===== config.mk =====
export PLATFORM = sky130hd
export DESIGN_NAME = row_access_ctrl
export DESIGN_NICKNAME = d
export VERILOG_FILES = /design/src/rtl/row_access_pkg.sv /design/src/rtl/row_access_ctrl_phase_timer.sv /design/src/rtl/row_access_ctrl.sv
export SDC_FILE = /design/constraint.sdc
export NUM_CORES = 1
export LEC_CHECK = 0
export ABC_AREA = 1
export CELL_PAD_IN_SITES_DETAIL_PLACEMENT = 1
export CELL_PAD_IN_SITES_GLOBAL_PLACEMENT = 1
export CORE_MARGIN = 3
export CORE_UTILIZATION = 45
export CTS_BUF_LIST = sky130_fd_sc_hd__clkbuf_4 sky130_fd_sc_hd__clkbuf_8 sky130_fd_sc_hd__clkbuf_16
export CTS_CLUSTER_SIZE = 30
export DETAILED_ROUTE_END_ITERATION = 10
export DONT_BUFFER_PORTS = 1
export PLACE_DENSITY = 0.8
export SLEW_MARGIN = 10
export SYNTH_ARGS = -nofsm -noshare
export SYNTH_HDL_FRONTEND = slang
export SYNTH_SLANG_ARGS = --single-unit

===== constraint.sdc =====
create_clock -name clk -period 2.55 [get_ports clk]
set_clock_uncertainty 0.15 [all_clocks]
set_input_delay 0.51 -clock clk [delete_from_list [all_inputs] [get_ports clk]]
set_output_delay 0.51 -clock clk [all_outputs]
set_load 0.05 [all_outputs]

===== src/rtl/row_access_pkg.sv =====
// Shared types and constants for the row access controller.
//   state_e : controller phase (IDLE, DECODE, ACCESS, PRECHARGE)
//   ADDR_W  : default decoder address width
//   NROWS   : rows reachable with the default address width
package row_access_pkg;
  localparam int ADDR_W = 4;
  localparam int NROWS  = 2**ADDR_W;

  typedef enum logic [1:0] {
    IDLE      = 2'd0,
    DECODE    = 2'd1,
    ACCESS    = 2'd2,
    PRECHARGE = 2'd3
  } state_e;
endpackage


===== src/rtl/row_access_ctrl_phase_timer.sv =====
// Loadable down-counter used to time the ACCESS and PRECHARGE phases.
//   clk, reset : clock, async active-high reset
//   load       : load load_val this cycle (takes priority over counting)
//   load_val   : remaining cycles minus one for the phase being entered
//   cnt        : current count
//   expire     : count has reached zero (last cycle of the phase)
module phase_timer #(
  parameter int W = 2
) (
  input  logic         clk,
  input  logic         reset,
  input  logic         load,
  input  logic [W-1:0] load_val,
  output logic [W-1:0] cnt,
  output logic         expire
);

  always_ff @(posedge clk or posedge reset) begin
    if (reset)            cnt <= '0;
    else if (load)        cnt <= load_val;
    else if (cnt != '0)   cnt <= cnt - W'(1);
  end

  assign expire = (cnt == '0);

endmodule


===== src/rtl/row_access_ctrl.sv =====
// Single-row access sequencer feeding a one-hot row decoder.
// Handles valid/ready read/write requests and a self-timed read scan of
// every row; drives decoder address, wordline enable, write enable and
// bitline precharge, all from registers.
//   clk, reset            : clock, async active-high reset
//   req_valid/req_ready   : request handshake
//   req_addr, req_write   : row and direction, sampled on acceptance
//   scan_start, scan_busy : start / status of a full read scan
//   dec_a, wl_en, we      : decoder address, wordline enable, write enable
//   precharge             : bitline precharge
//   done, done_addr       : one-cycle completion pulse and its row
module row_access_ctrl #(
  parameter int ADDR_W           = row_access_pkg::ADDR_W,
  parameter int ACCESS_CYCLES    = 2,
  parameter int PRECHARGE_CYCLES = 1
) (
  input  logic              clk,
  input  logic              reset,
  input  logic              req_valid,
  output logic              req_ready,
  input  logic [ADDR_W-1:0] req_addr,
  input  logic              req_write,
  input  logic              scan_start,
  output logic              scan_busy,
  output logic [ADDR_W-1:0] dec_a,
  output logic              wl_en,
  output logic              we,
  output logic              precharge,
  output logic              done,
  output logic [ADDR_W-1:0] done_addr
);
  import row_access_pkg::state_e;
  import row_access_pkg::IDLE;
  import row_access_pkg::DECODE;
  import row_access_pkg::ACCESS;
  import row_access_pkg::PRECHARGE;

  localparam int MAXC = (ACCESS_CYCLES > PRECHARGE_CYCLES) ? ACCESS_CYCLES : PRECHARGE_CYCLES;
  localparam int TW   = $clog2(MAXC + 1);
  localparam logic [TW-1:0] ACC_LD = TW'(ACCESS_CYCLES - 1);
  localparam logic [TW-1:0] PRE_LD = TW'(PRECHARGE_CYCLES - 1);

  state_e state, state_n;

  logic          ready_q, wr_q;
  logic          t_load, t_expire;
  logic [TW-1:0] t_val, t_cnt;

  logic [ADDR_W-1:0] dec_a_d, done_addr_d;
  logic wr_d, busy_d, wl_en_d, we_d, precharge_d, done_d, ready_d;

  // A simultaneous scan_start wins over a pending request, so the ready
  // flag is masked in that cycle; outside IDLE ready_q is already 0.
  assign req_ready = ready_q & ~scan_start;

  // Timer is (re)loaded whenever a timed phase is entered.
  assign t_load = (state_n != state) && (state_n == ACCESS || state_n == PRECHARGE);
  assign t_val  = (state_n == ACCESS) ? ACC_LD : PRE_LD;

  phase_timer #(.W(TW)) u_timer (
    .clk      (clk),
    .reset    (reset),
    .load     (t_load),
    .load_val (t_val),
    .cnt      (t_cnt),
    .expire   (t_expire)
  );

  // State register
  always_ff @(posedge clk or posedge reset) begin
    if (reset) state <= IDLE;
    else       state <= state_n;
  end

  // Next-state logic
  always_comb begin
    state_n = state;
    unique case (state)
      IDLE:      if (scan_start || (req_valid && req_ready)) state_n = DECODE;
      DECODE:    state_n = ACCESS;
      ACCESS:    if (t_expire) state_n = PRECHARGE;
      PRECHARGE: if (t_expire) state_n = (scan_busy && !(&dec_a)) ? DECODE : IDLE;
      default:   state_n = IDLE;
    endcase
  end

  // Output logic: next values of every registered output
  always_comb begin
    dec_a_d = dec_a;
    wr_d    = wr_q;
    busy_d  = scan_busy;
    if (state == IDLE) begin
      if (scan_start) begin
        dec_a_d = '0;
        wr_d    = 1'b0;
        busy_d  = 1'b1;
      end else if (req_valid && req_ready) begin
        dec_a_d = req_addr;
        wr_d    = req_write;
      end
    end
    // Only address change outside IDLE: scan advance after precharge,
    // so dec_a holds from DECODE through the end of PRECHARGE.
    if (state == PRECHARGE && t_expire) begin
      if (scan_busy && !(&dec_a)) dec_a_d = dec_a + ADDR_W'(1);
      else                        busy_d  = 1'b0;
    end
    wl_en_d     = (state_n == ACCESS);
    we_d        = (state_n == ACCESS) && wr_q;
    precharge_d = (state_n == IDLE) || (state_n == PRECHARGE);
    ready_d     = (state_n == IDLE);
    // done lands on the last PRECHARGE cycle: either entered with a zero
    // load, or counting down to zero from one.
    done_d      = (state_n == PRECHARGE) && (t_load ? (t_val == '0) : (t_cnt == TW'(1)));
    done_addr_d = done_d ? dec_a : done_addr;
  end

  always_ff @(posedge clk or posedge reset) begin
    if (reset) begin
      dec_a     <= '0;
      wr_q      <= 1'b0;
      scan_busy <= 1'b0;
      wl_en     <= 1'b0;
      we        <= 1'b0;
      precharge <= 1'b1;
      ready_q   <= 1'b1;
      done      <= 1'b0;
      done_addr <= '0;
    end else begin
      dec_a     <= dec_a_d;
      wr_q      <= wr_d;
      scan_busy <= busy_d;
      wl_en     <= wl_en_d;
      we        <= we_d;
      precharge <= precharge_d;
      ready_q   <= ready_d;
      done      <= done_d;
      done_addr <= done_addr_d;
    end
  end

endmodule


# Word-level counts from Yosys, hierarchy flattened

Index checks and enable logic that the tools add are counted.

Bits in latches: 0
ROM bits: 0
Input bits: 9
Logic and storage cells: 61
Flip-flop bits (word level): 19
Output and inout port bits: 14
Memory bits (writable): 0
Memories: 0

Bitwise logic cells: 2
Mux-type cells: 20
Multiply operators: 0
Shifts and indexed selects: 0
$add $sub $neg: 2
Order comparisons: 0
Div/mod/pow operators: 0
Eq/ne operators: 7
Reductions and logical operators: 19

Operators by type and width:

| kind                                                                  | count |
|---|---|
| 4-bit two-way mux                                                     | 5 |
| 2-bit two-way mux                                                     | 5 |
| 1-bit two-way mux                                                     | 9 |
| 2-bit equality test, second input constant                            | 4 |
| 2-bit logical NOT                                                     | 4 |
| 2-bit case mux with 4 select lines                                    | 1 |
| 1-bit logical AND                                                     | 6 |
| 2-bit nonzero test                                                    | 3 |
| 4-bit by 1-bit adder with 4-bit output, second input constant         | 1 |
| 2-bit by 1-bit equality test with 1-bit output, second input constant | 2 |
| 4-bit AND reduction                                                   | 1 |
| 1-bit logical OR                                                      | 3 |
| 2-bit inequality test                                                 | 1 |
| 2-bit AND reduction                                                   | 1 |
| 2-bit by 1-bit subtractor with 2-bit output, second input constant    | 1 |
| 1-bit AND                                                             | 1 |
| 1-bit logical NOT                                                     | 1 |
| 1-bit NOT                                                             | 1 |

# Longest topological paths before layout

Gate-level depths: netlist (run 1).

Word-level depth: 11
Gate-level depth with buffers: 13
Depth with buffers taken out: 13

# Modules after synthesis

A second synthesis (run 1) with hierarchy kept.

Cell total of the unflattened synthesis: 116
Area, all modules: 1,011.0 um^2

By module, submodules not included:

| module          | cells an instance | sequential area each (um^2) | area each (um^2) | instances |
|---|---|---|---|---|
| row_access_ctrl | 99                | 427.9                       | 888.4            | 1 |
| phase_timer     | 17                | 50.0                        | 122.6            | 1 |

# Worst setup path after synthesis (run 1)

Ideal clock, no wire load.

Path kind: register to register
Start point: register ready_q
End point: register done_addr[0]
Clock period less this slack: 2,149 ps
Path slack: 401 ps
Buffers on the path: 0
Library setup time: 119 ps
Required time: 2,281 ps
Arrival time: 1,880 ps
Cell stages (with the launch flop): 11
Cells stage by stage: dfstp_2 > inv_1 > nor2_2 > nand2_1 > nand3_1 > nand2_4 > ha_1 > nand3_4 > nand3_4 > nand2_1 > nand2_1

Longest elaborated chain between the ends: 10
Elaborated cells between the ends (all ways): 14
Those cells by class: 3 x eq/ne; 4 x mux; 1 x bitwise; 6 x reduce/logical

Ends and longest elaborated chain:

| element                                                       | line                                          | source |
|---|---|---|
| start, declared                                               | row_access_ctrl.sv:45                         | `logic ready_q, wr_q;` |
| start signal, assigned                                        | row_access_ctrl.sv:136                        | `ready_q <= ready_d;` |
| 1-bit AND *                                                   | row_access_ctrl.sv:54                         | `assign req_ready = ready_q & ~scan_start;` |
| net req_ready                                                 | row_access_ctrl.sv:20                         | `output logic req_ready,` |
| 1-bit logical AND *                                           | row_access_ctrl.sv:79                         | `IDLE: if (scan_start \|\| (req_valid && req_ready)) state_n = DECODE;` |
| 1-bit logical OR *                                            | row_access_ctrl.sv:79                         |  |
| 2-bit two-way mux *                                           | row_access_ctrl.sv:79                         |  |
| 2-bit case mux with 4 select lines *                          | row_access_ctrl.sv:78                         | `unique case (state)` |
| 2-bit equality test *                                         | -                                             |  |
| net wl_en_d                                                   | row_access_ctrl.sv:50                         | `logic wr_d, busy_d, wl_en_d, we_d, precharge_d, done_d, ready_d;` |
| 1-bit two-way mux / 1-bit logical OR (equally long branches)  | row_access_ctrl.sv:58, row_access_ctrl.sv:57  |  |
| 2-bit logical NOT / 1-bit logical AND (equally long branches) | row_access_ctrl.sv:114, row_access_ctrl.sv:57 |  |
| 1-bit two-way mux *                                           | row_access_ctrl.sv:114                        | `done_d = (state_n == PRECHARGE) && (t_load ? (t_val == '0) : (t_cnt == TW'(1)));` |
| 1-bit logical AND *                                           | row_access_ctrl.sv:114                        |  |
| end signal, assigned                                          | row_access_ctrl.sv:138                        | `done_addr <= done_addr_d;` |
| end, declared                                                 | row_access_ctrl.sv:30                         | `output logic [ADDR_W-1:0] done_addr` |

Mark *: on every way through the listed nets, which the timed path passes. The rest lies on a longest branch.
A chain may end at the register's enable or synchronous reset.

# Worst setup path after layout (run 1)

Start point: register u_timer.cnt[0]
End point: register done_addr[0]

Longest elaborated chain between the ends: 8
Elaborated cells between the ends (all ways): 14
Those cells by class: 4 x eq/ne; 5 x mux; 5 x reduce/logical

Ends and longest elaborated chain:

| element                                                       | line                                          | source |
|---|---|---|
| start, declared                                               | row_access_ctrl_phase_timer.sv:14             | `output logic [W-1:0] cnt,` |
| start signal, assigned                                        | row_access_ctrl_phase_timer.sv:20             | `else if (load) cnt <= load_val;` |
| start signal, assigned                                        | row_access_ctrl_phase_timer.sv:21             | `else if (cnt != '0) cnt <= cnt - W'(1);` |
| 2-bit logical NOT *                                           | row_access_ctrl_phase_timer.sv:24             | `assign expire = (cnt == '0);` |
| 2-bit two-way mux, on equally long branches                   | row_access_ctrl.sv:82, row_access_ctrl.sv:81  |  |
| 2-bit case mux with 4 select lines *                          | row_access_ctrl.sv:78                         |  |
| net state_n[1]                                                | row_access_ctrl.sv:43                         | `state_e state, state_n;` |
| 2-bit equality test *                                         | -                                             |  |
| net wl_en_d                                                   | row_access_ctrl.sv:50                         |  |
| 1-bit two-way mux / 1-bit logical OR (equally long branches)  | row_access_ctrl.sv:58, row_access_ctrl.sv:57  |  |
| 2-bit logical NOT / 1-bit logical AND (equally long branches) | row_access_ctrl.sv:114, row_access_ctrl.sv:57 |  |
| 1-bit two-way mux *                                           | row_access_ctrl.sv:114                        |  |
| 1-bit logical AND *                                           | row_access_ctrl.sv:114                        |  |

Marks and branches as above.

==> results of run 1 <==
-- placed cells by master (no fill, tap or decap) --
cell | Yosys | final
clkbuf_4 | 0 | 3
a22o_1 | 1 | 1
nand4_1 | 4 | 4
nor2_1 | 11 | 11
nand3_1 | 4 | 4
inv_2 | 2 | 2
dfstp_2 | 2 | 2
a221oi_1 | 3 | 3
xnor2_1 | 1 | 1
xor2_1 | 1 | 1
nand2_4 | 3 | 3
nand2_2 | 3 | 3
dfrtp_1 | 17 | 17
a31oi_1 | 1 | 1
buf_4 | 0 | 5
clkinv_2 | 0 | 1
nor2_2 | 2 | 2
o21ai_0 | 2 | 2
ha_1 | 6 | 6
inv_1 | 16 | 16
nand3_4 | 2 | 2
a21oi_1 | 3 | 3
nand2_1 | 21 | 21
-- worst max-delay path: stages (launching register included) --
cell and delay [ns]:
dfrtp_1 0.42, inv_1 0.09, ha_1 0.25, inv_1 0.09
nor2_1 0.12, inv_1 0.08, nand2_1 0.10, inv_1 0.08
ha_1 0.25, nand3_4 0.13, nand3_4 0.11, nand2_1 0.08
nand2_1 0.07
-- sequential cells by signal, summed over array words and instances, names as in the netlist, 2 cells and up --
name and flops:
u_timer.cnt 2, state 2, done_addr 4, dec_a 4
-- cells by family after synthesis --
kind of cell	count (synthesis)	synth area share (%)
AOI/OAI and AO/OA	10	6.84
xor gates and xnor gates	2	1.81
DFF	19	49.3
buffers and inverters	18	6.97
and+or+nand+nor	50	27.4
adders and majority gates	6	7.74
-- cell usage after synthesis (all sizes together) --
cell,number,share of area [%]
dfrtp,17,44
ha,6,7.7
xor2,1,0.90
xnor2,1,0.90
nand2,27,14
nor2,13,5.5
inv,18,7.0
nand3,6,5.7
a22o,1,0.90
o21ai,2,1.0
a31oi,1,0.65
dfstp,2,5.4
nand4,4,2.6
a221oi,3,2.7
a21oi,3,1.5
-- metrics by stage --
step | hold WS [ns] | utilization [%] | std cells | worst slack [ns]
final | 0.0515 | 53.4 | 141 | 0.439
after global routing | 0.0901 | 53.4 | 141 | 0.243
after CTS | 0.0703 | 53.4 | 141 | 0.414
after detailed placement | 0.355 | 52.0 | 137 | 0.449
after global placement | 0.328 | 52.0 | 137 | 0.582
after floorplan | 0.284 | - | 105 | 0.401
-- worst min path at each step --
| stage | start | endpoint | slack [ns] | depth (start not counted) |
|---|---|---|---|---|
| global placement | wr_q$_DFFE_PP0P_ | we$_DFF_PP0_ | 0.33 | 2 |
| global route | reset | done_addr[2]$_DFFE_PP0P_ | 0.09 | 1 |
| detailed placement | wr_q$_DFFE_PP0P_ | we$_DFF_PP0_ | 0.36 | 2 |
| floorplan | wr_q$_DFFE_PP0P_ | we$_DFF_PP0_ | 0.28 | 2 |
| finish | reset | u_timer.cnt[1]$_DFFE_PP0P_ | 0.05 | 1 |
| CTS | reset | done$_DFF_PP0_ | 0.07 | 1 |
-- metal layers --
layer  part of all wire (%)  vias to the layer above  track usage (%)
li1                       -                      353                -
met1                     42                      365             20.4
met2                     53                       14             31.2
met3                    4.0                        2             3.70
met4                   0.84                        0             7.66
met5                      0                        -                0
-- area by class of cell --
type	count	area [um2]
fill	235	933
timing repair buffer	5	37.5
sequential	19	478
tap	27	33.8
clock inverter	1	5.00
inverter	18	67.6
clock buffer	3	22.5
multi-input combinational	68	424
==> metrics.md, run 1 <==
| Metric | Value |
|---|---|
| Critical path arrival | 2.16 ns |
| Yosys warns | 0 |
| I/O pins | 23 |
| Max clock buf depth | 2 |
| Worst-Skew Late Latency | 0.29 ns |
| Initial antenna violation count | 0 |
| Final worst-path cycle share | 82.8% |
| Clock sink total | 19 |
| Row Count | 16 |
| Hold_buf cts | 0 |
| Reg2reg end | done_addr[0]$_DFFE_PP0P_ |
| Setup repair after global routing missed its margin | no |
| Final Hold Viols | 0 |
| Rel. slew slack | 52.5% |
| Grt ovf | 0 |
| Mapped Nets | 120 |
| CP Max Fanout | 6 |
| Wire per inst | 15.2 um |
| Postcts setup bufs | 0 |
| Outcome | finished clean |
| Die width | 52.4 um |
| CP startpoint | u_timer.cnt[0]$_DFFE_PP0P_ |
| Reg2reg path depth | 12 |
| Setup_tns | 0 ns |
| FF-to-FF Start | u_timer.cnt[0]$_DFFE_PP0P_ |
| H-Tree Depth | 1 |
| Initial core utilization | 48.4% |
| Remaining DRCs | 0 |
| Drt via density | 5.21 |
| Initial DRC Count | 3 |
| Die area | 2750 um2 |
| Critical Path RT | 2.59 ns |
| # setup viols final | 0 |
| Global-route wire length before repair | 3500 um |
| DR vias | 734 |
| Area post-placement | 1040 um2 |
| Number of global-route vias before repair | 789 |
| Setup crit end | done_addr[0]$_DFFE_PP0P_ |
| Avg Cell Area, Syn | 9.24 um2 |
| Fin area | 1070 um2 |
| ANT cells | 0 |
| Max-slew violations | 0 |
| DP HPWL | 1700 um |
| Hold/Removal Path Class | primary input to asynchronous set/reset pin |
| GPL Wtd Cong | 0.795 |
| Mapped Area | 970 um2 |
| Post-DRT Antenna Nets | 0 |
| Reg-to-reg slack, setup | 0.44 ns |
| Drt pass-1 iters | 4 |
| Startpoint Class | register |
| Sequential share of the synthesized area | 49.3% |
| Resize count post-CTS | 0 |
| Pin count of the biggest net entering global routing | 20 |
| Max Fclk | 474 MHz |
| Core ar. | 2000 um2 |
| Final Routed Wirelength | 2140 um |
| IO buf count | 0 |
| CTS root buf | clkbuf_4 |
| Critical Path End Type | register |
| Clock buffer count from CTS | 3 |
| Cell variety after synth | 20 |
| Ratio of cells with drive above 1 in the final layout | 20.2% |
| Worst Setup Path Type | register to register |
| Flops & latches, synth | 19 |
| Die height | 52.4 um |
| Nets@finish | 130 |
| Final Critical Period | 2.11 ns |
| Gate count after technology mapping | 105 |
| CTS tree | done |
| Total Routing Usage GR | 17.7% |
| Worst-Margin Slew | 0.711 ns |
| Area growth from synthesis to layout | 10.2% |
| Max-cap violations | 0 |
| CTS clk-pin slew, worst paths | 0.11 ns |
Power of run 1 is left out: the tool's default activity adds up to more than one toggle a clock period on the data nets, which glitch-free logic cannot reach.
==> run 2, diff against run 1 <==
--- a/config.mk
+++ b/config.mk
@@ -9,12 +9,12 @@
 export CELL_PAD_IN_SITES_DETAIL_PLACEMENT = 1
 export CELL_PAD_IN_SITES_GLOBAL_PLACEMENT = 1
 export CORE_MARGIN = 3
-export CORE_UTILIZATION = 45
+export CORE_UTILIZATION = 40
 export CTS_BUF_LIST = sky130_fd_sc_hd__clkbuf_4 sky130_fd_sc_hd__clkbuf_8 sky130_fd_sc_hd__clkbuf_16
 export CTS_CLUSTER_SIZE = 30
 export DETAILED_ROUTE_END_ITERATION = 10
 export DONT_BUFFER_PORTS = 1
-export PLACE_DENSITY = 0.8
+export PLACE_DENSITY = 0.75
 export SLEW_MARGIN = 10
 export SYNTH_ARGS = -nofsm -noshare
 export SYNTH_HDL_FRONTEND = slang
==> constraint.sdc (replaced) <==
create_clock -name clk -period 1.7 [get_ports clk]
set_clock_uncertainty 0.15 [all_clocks]
set_input_delay 0.34 -clock clk [delete_from_list [all_inputs] [get_ports clk]]
set_output_delay 0.34 -clock clk [all_outputs]
set_load 0.05 [all_outputs]
==> run 2 against run 1 <==
Compared with the run above:
- the run now ends with negative setup slack left
- critical path depth unchanged
- sequential share of layout area decreased by 9.4 points
- critical endpoint is now done_addr[2]$_DFFE_PP0P_
- sequential cell count did not move
- global-route usage rose by 0.75 points
- cell area grew 28%
- utilization up 7.1 points
- critical path type unchanged
- final cell count up 15%
- register-to-register slack got worse by 0.53 ns
==> metrics.md, run 2 (synthesis gave the netlist of run 1 again) <==
| Metric | Value |
|---|---|
| Outcome | finished, violations left (was finished clean) |
| Failing checks | negative setup slack |
| Rel. slew slack | 67.4% (was 52.5%) |
| Reg-to-reg slack, setup | -0.09 ns (was 0.44 ns) |
| IO buf count | 0 (unchanged) |
| Final worst-path cycle share | 105% (was 82.8%) |
| Final Hold Viols | 0 (unchanged) |
| Reg2reg path depth | 12 (unchanged) |
| Clock buffer count from CTS | 3 (unchanged) |
| Commonest non-fill, non-tap cell in the layout | buf_4 (was nand2_1) |
| Critical Path RT | 1.77 ns (was 2.59 ns) |
| Max-cap violations | 0 (unchanged) |
| Critical path arrival | 1.86 ns (was 2.16 ns) |
| Worst path most repeated cell | nand2_2 (was inv_1) |
| Initial DRC Count | 2 (was 3) |
| Hold-critical path endpoint | dec_a[2]$_DFF_PP0_ |
| Total Routing Usage GR | 18.5% (was 17.7%) |
| Remaining DRCs | 0 (unchanged) |
| Cell family with most CP delay | simple AND/OR/NAND/NOR gates (unchanged) |
| Initial core utilization | 43.0% (was 48.4%) |
| Final Routed Wirelength | 2690 um (was 2140 um) |
| Fill count | 270 (was 235) |
| GPL Wtd Cong | 0.800 (was 0.795) |
| Setup_tns | -0.530 ns (was 0 ns) |
| Grt ovf | 0 (unchanged) |
| Area growth from synthesis to layout | 40.5% (was 10.2%) |
| Die area | 3050 um2 (was 2750 um2) |
| DP HPWL | 1920 um (was 1700 um) |
| Drt via density | 5.15 (was 5.21) |
| Max-slew violations | 0 (unchanged) |
| Hold/Removal Path Class | primary input to register (was primary input to asynchronous set/reset pin) |
| Final Critical Period | 1.79 ns (was 2.11 ns) |
| CP startpoint | dec_a[1]$_DFF_PP0_ (was u_timer.cnt[0]$_DFFE_PP0P_) |
| CTS clk-pin slew, worst paths | 0.12 ns (was 0.11 ns) |
| FF-to-FF Start | dec_a[1]$_DFF_PP0_ (was u_timer.cnt[0]$_DFFE_PP0P_) |
| Fin area | 1360 um2 (was 1070 um2) |
| # setup viols final | 8 (was 0) |
| Max clock buf depth | 2 (unchanged) |
| Area post-placement | 1220 um2 (was 1040 um2) |
| Fin worst setup slack | -0.0886 ns (was 0.439 ns) |
| Critical path's slowest cell | dfrtp_2 (was dfrtp_1) |
| CTS root buf | clkbuf_4 (unchanged) |
| Worst-Skew Late Latency | 0.32 ns (was 0.29 ns) |
| Clock sink total | 19 (unchanged) |
| Startpoint Class | register (unchanged) |
| Hold Crit Depth | 2 |
| Max Fclk | 559 MHz (was 474 MHz) |
| Nets@finish | 150 (was 130) |
| Setup repair after global routing missed its margin | yes (was no) |
| Worst Setup Path Type | register to register (unchanged) |
| I/O pins | 23 (unchanged) |
| H-Tree Depth | 1 (unchanged) |
| Worst path cell trace | ha_4 > nand3_2 > nand2_2 > nand2_2 > nand2_2 > nand2_4 > nand2_8 > ha_4 > nand3_4 > nand3_4 > nand2_1 > nand2_1 (was inv_1 > ha_1 > inv_1 > nor2_1 > inv_1 > nand2_1 > inv_1 > ha_1 > nand3_4 > nand3_4 > nand2_1 > nand2_1) |
| Worst hold start | req_addr[2] |
| Most frequent cells in the layout | buf_4, nand2_1, dfrtp_1 (was nand2_1, dfrtp_1, inv_1) |
| Worst-Margin Slew | 0.489 ns (was 0.711 ns) |
| Core ar. | 2250 um2 (was 2000 um2) |
| Die width | 55.2 um (was 52.4 um) |
| Pin count of the biggest net entering global routing | 13 (was 20) |
| Ratio of cells with drive above 1 in the final layout | 50.7% (was 20.2%) |
| Die height | 55.2 um (was 52.4 um) |
| Row Count | 17 (was 16) |
| Wire per inst | 16.6 um (was 15.2 um) |
| Critical Path End Type | register (unchanged) |
| Biggest regs | dec_a: 4 flops, done_addr: 4 flops (unchanged) |
| CP Max Fanout | 6 (unchanged) |
| Initial antenna violation count | 0 (unchanged) |
| DR vias | 834 (was 734) |
| Global-route wire length before repair | 4350 um (was 3500 um) |
| WP buf/inv | 0 (was 4) |
| Post-DRT Antenna Nets | 0 (unchanged) |
| ANT cells | 0 (unchanged) |
| Reg2reg end | done_addr[2]$_DFFE_PP0P_ (was done_addr[0]$_DFFE_PP0P_) |
| Number of global-route vias before repair | 909 (was 789) |
| CTS tree | done (unchanged) |
| Drt pass-1 iters | 4 (unchanged) |
| Slowest stage delay, CP | 0.45 ns (was 0.42 ns) |
| Critical Path Stages | 12 (unchanged) |
==> run 2: changes by cell type in the layout (fill, tap and decap cells not counted), moves of 4 or more <==
cell | before | now
ha_1 | 6 | 2
buf_4 | 5 | 21
inv_2 | 2 | 11
ha_4 | 0 | 4
inv_1 | 16 | 7
nand2_1 | 21 | 15
nand2_2 | 3 | 7
==> run 2: area by class of cell <==
type	instances	area, um2	share of cell area, %
multi-input cells	68	538	39.5
flip-flops and latches	19	482	35.4
repair buffers	25	210	15.4
inverters	18	67.6	4.96
well taps	28	35.0	2.57
clock buffers	4	30.0	2.20
==> run 2: metal layers <==
metal	GRT usage, %	vias to the layer above	wire [um]
met4	6.94	0	69
li1	-	392	-
met5	0	-	0
met1	20.8	409	1070
met2	34.5	24	1440
met3	2.80	9	122
==> run 2: worst max-delay path by stage <==
stage | to | slack, ns
2_1_floorplan | done_addr[1]$_DFFE_PP0P_ | -0.14
5_1_grt | done_addr[0]$_DFFE_PP0P_ | -0.22
6_report | done_addr[2]$_DFFE_PP0P_ | -0.09
3_3_place_gp | done_addr[3]$_DFFE_PP0P_ | -0.06
3_5_place_dp | done_addr[1]$_DFFE_PP0P_ | -0.20
4_1_cts | done_addr[1]$_DFFE_PP0P_ | -0.12
==> run 2: per-stage QoR <==
stage               hold WS, ns  setup WS, ns  utilization, %  cells
floorplan                 0.139        -0.138               -    105
global placement         0.0717       -0.0584            54.1    152
detailed placement       0.0818        -0.204            54.1    152
CTS                      0.0200        -0.120            57.8    160
global route             0.0230        -0.218            60.4    162
finish                   0.0102       -0.0886            60.4    162
==> run 2: repair_timing <==
| item | CTS | global route |
|---|---|---|
| endpoints found under the setup margin | 14 | 14 |
| hold buffers | 1 | 0 |
| cloned | 0 | 0 |
| gates resized for setup | 13 | 11 |
| pin swaps | 5 | 3 |
| buffers inserted | 3 | 2 |
| endpoints found under the hold margin | 6 | 0 |
==> run 2: worst register-to-register path, stage by stage (launching register included) <==
cell and delay, ns:
dfrtp_2 0.45, ha_4 0.16, nand3_2 0.07, nand2_2 0.07, nand2_2 0.07, nand2_2 0.06
nand2_4 0.09, nand2_8 0.08, ha_4 0.18, nand3_4 0.09, nand3_4 0.09, nand2_1 0.07
nand2_1 0.06
Power of run 2 is left out for the same reason.
==> run 3, diff against run 2 <==
--- a/config.mk
+++ b/config.mk
@@ -7,9 +7,9 @@
 export LEC_CHECK = 0
 export ABC_AREA = 1
 export CELL_PAD_IN_SITES_DETAIL_PLACEMENT = 1
-export CELL_PAD_IN_SITES_GLOBAL_PLACEMENT = 1
+export CELL_PAD_IN_SITES_GLOBAL_PLACEMENT = 2
 export CORE_MARGIN = 3
-export CORE_UTILIZATION = 40
+export CORE_UTILIZATION = 32
 export CTS_BUF_LIST = sky130_fd_sc_hd__clkbuf_4 sky130_fd_sc_hd__clkbuf_8 sky130_fd_sc_hd__clkbuf_16
 export CTS_CLUSTER_SIZE = 30
 export DETAILED_ROUTE_END_ITERATION = 10
==> constraint.sdc (replaced) <==
create_clock -name clk -period 1.7 [get_ports clk]
set_clock_uncertainty 0.15 [all_clocks]
set_input_delay 0.17 -clock clk [delete_from_list [all_inputs] [get_ports clk]]
set_output_delay 0.17 -clock clk [all_outputs]
set_load 0.05 [all_outputs]
==> run 3 against run 2 <==
Compared with the run above:
- the flow still finishes with violations (negative setup slack)
- global-route usage down 4.1 points
- first-iteration DRC count grew to 4.5 times the previous value
- via count rose by 0.60%
- hold slack better by 0.041 ns
- die area grew 22%
- non-clock buffer count grew 10
- utilization is 9.5 points lower
- sequential cell count unchanged
- sequential share of layout area shrank 1.9 points
- register-to-register slack better by 0.02 ns
- count of clock-buffer cells in the layout fell by 1
- fmax increased by 1.3%
==> metrics.md, run 3 (synthesis gave the netlist of run 1 again) <==
| Metric | Value |
|---|---|
| Die area | 3730 um2 (was 3050 um2) |
| Critical path arrival | 1.82 ns (was 1.86 ns) |
| Worst Setup Path Type | register to register (unchanged) |
| FF+latch area | 482 um2 (unchanged) |
| Final Hold Viols | 0 (unchanged) |
| IO buf count | 0 (unchanged) |
| H-Tree Depth | 1 (unchanged) |
| Worst-Margin Slew | 0.504 ns (was 0.489 ns) |
| CTS root buf | clkbuf_4 (unchanged) |
| Max Fclk | 567 MHz (was 559 MHz) |
| Max clock buf depth | 2 (unchanged) |
| Core ar. | 2830 um2 (was 2250 um2) |
| DP Cell Count | 155 (was 152) |
| Clock sink total | 19 (unchanged) |
| CTS tree | done (unchanged) |
| # setup viols final | 6 (was 8) |
| Post-route insts no fill | 175 (was 162) |
| Setup repair after global routing missed its margin | yes (unchanged) |
| Row Count | 19 (was 17) |
| Hold/Removal Path Class | primary input to register (unchanged) |
| Initial antenna violation count | 0 (unchanged) |
| Final Routed Wirelength | 2530 um (was 2690 um) |
| Die width | 61.0 um (was 55.2 um) |
| I/O pins | 23 (unchanged) |
| CP Max Fanout | 6 (unchanged) |
| Initial DRC Count | 9 (was 2) |
| Startpoint Class | register (unchanged) |
| Biggest regs | dec_a: 4 flops, done_addr: 4 flops (unchanged) |
| Critical Path RT | 1.76 ns (was 1.77 ns) |
| Fin worst setup slack | -0.0649 ns (was -0.0886 ns) |
| CTS clk-pin slew, worst paths | 0.11 ns (was 0.12 ns) |
| Grt ovf | 0 (unchanged) |
| Final worst-path cycle share | 104% (was 105%) |
| Nets@finish | 160 (was 150) |
| Commonest non-fill, non-tap cell in the layout | buf_4 (unchanged) |
| ANT cells | 0 (unchanged) |
| Remaining DRCs | 0 (unchanged) |
| Total Routing Usage GR | 14.4% (was 18.5%) |
| Multi-input gate area | 534 um2 (was 538 um2) |
| Rel. slew slack | 66.4% (was 67.4%) |
| Outcome | finished, violations left (unchanged) |
| Drt pass-1 iters | 3 (was 4) |
| Most frequent cells in the layout | buf_4, dfrtp_1, nand2_2, nand2_1 (was buf_4, nand2_1, dfrtp_1) |
| Global-route wire length before repair | 3800 um (was 4350 um) |
| Clock buffer count from CTS | 3 (unchanged) |
| Initial core utilization | 34.3% (was 43.0%) |
| Final Critical Period | 1.76 ns (was 1.79 ns) |
| Fin area | 1440 um2 (was 1360 um2) |
| Die height | 61.0 um (was 55.2 um) |
| Number of global-route vias before repair | 836 (was 909) |
| Area growth from synthesis to layout | 48.6% (was 40.5%) |
| Drt via density | 4.79 (was 5.15) |
| Pin count of the biggest net entering global routing | 20 (was 13) |
| Wire per inst | 14.5 um (was 16.6 um) |
| Critical Path End Type | register (unchanged) |
| Worst-Skew Late Latency | 0.30 ns (was 0.32 ns) |
| Failing checks | negative setup slack (unchanged) |
| Final core utilization | 51.0% (was 60.4%) |
| Max-slew violations | 0 (unchanged) |
| Max-cap violations | 0 (unchanged) |
| Ratio of cells with drive above 1 in the final layout | 53.5% (was 50.7%) |
| DR vias | 839 (was 834) |
| Fill count | 316 (was 270) |
| Post-DRT Antenna Nets | 0 (unchanged) |
| DP HPWL | 1790 um (was 1920 um) |
| GPL Wtd Cong | 0.801 (was 0.800) |
| Area post-placement | 1210 um2 (was 1220 um2) |
run 3: worst max-delay path, stage by stage, from the launching register on:
cell and delay (ns):
dfrtp_2 0.44, ha_4 0.17, nand3_2 0.08, nand2_2 0.07, nand2_2 0.07, nand2_2 0.05, nand2_2 0.07, nand2_4 0.08
ha_4 0.18, nand3_4 0.09, nand3_4 0.12, nand2_2 0.07, nand2_1 0.05
run 3: worst paths after layout:
kind | startpoint | end | slack (ns) | depth (start not counted)
worst max-delay path | dec_a[1]$_DFF_PP0_ | done_addr[3]$_DFFE_PP0P_ | -0.06 | 12
worst min-delay path | scan_start | state[0]$_DFF_PP0_ | 0.05 | 4
worst max register to register | dec_a[1]$_DFF_PP0_ | done_addr[3]$_DFFE_PP0P_ | -0.06 | 12
worst min register to register | wr_q$_DFFE_PP0P_ | we$_DFF_PP0_ | 0.38 | 2
max in group asynchronous | reset | ready_q$_DFF_PP1_ | 0.95 | 3
min in group asynchronous | reset | done_addr[2]$_DFFE_PP0P_ | 0.17 | 3
run 3: repair_timing:
action,CTS,global route
pin swaps,7,9
resized for setup,11,15
endpoints found under the hold margin,24,0
setup buffers,3,7
endpoints found under the setup margin,12,12
hold buffers,6,0
run 3: metrics by stage:
stage               TNS, ns  hold slack [ns]  worst slack (ns)
floorplan            -0.948          -0.0306            -0.138
detailed placement   -0.923          -0.0476            -0.164
CTS                  -0.248           0.0431           -0.0662
global placement     -0.342          -0.0502           -0.0865
global route          -1.01           0.0384            -0.168
finish               -0.307           0.0512           -0.0649
run 3: final cells by class:
type	instances	share of cell area, %
Multi-Input combinational cell	68	37.1
Sequential cell	19	33.4
Timing Repair Buffer	35	20.1
Inverter	18	4.86
Tap cell	31	2.69
Clock buffer	3	1.56
Clock inverter	1	0.347
run 3: metal layers:
| layer | up-vias | routed length (um) | global-route usage [%] | part of all wire, % |
|---|---|---|---|---|
| met4 | 0 | 17 | 4.64 | 0.67 |
| met1 | 409 | 1040 | 16.1 | 41 |
| met2 | 16 | 1380 | 25.1 | 54 |
| met3 | 2 | 100 | 5.45 | 3.9 |
| met5 | - | 0 | 0 | 0 |
| li1 | 412 | - | - | - |
Power of run 3 is left out for the same reason.
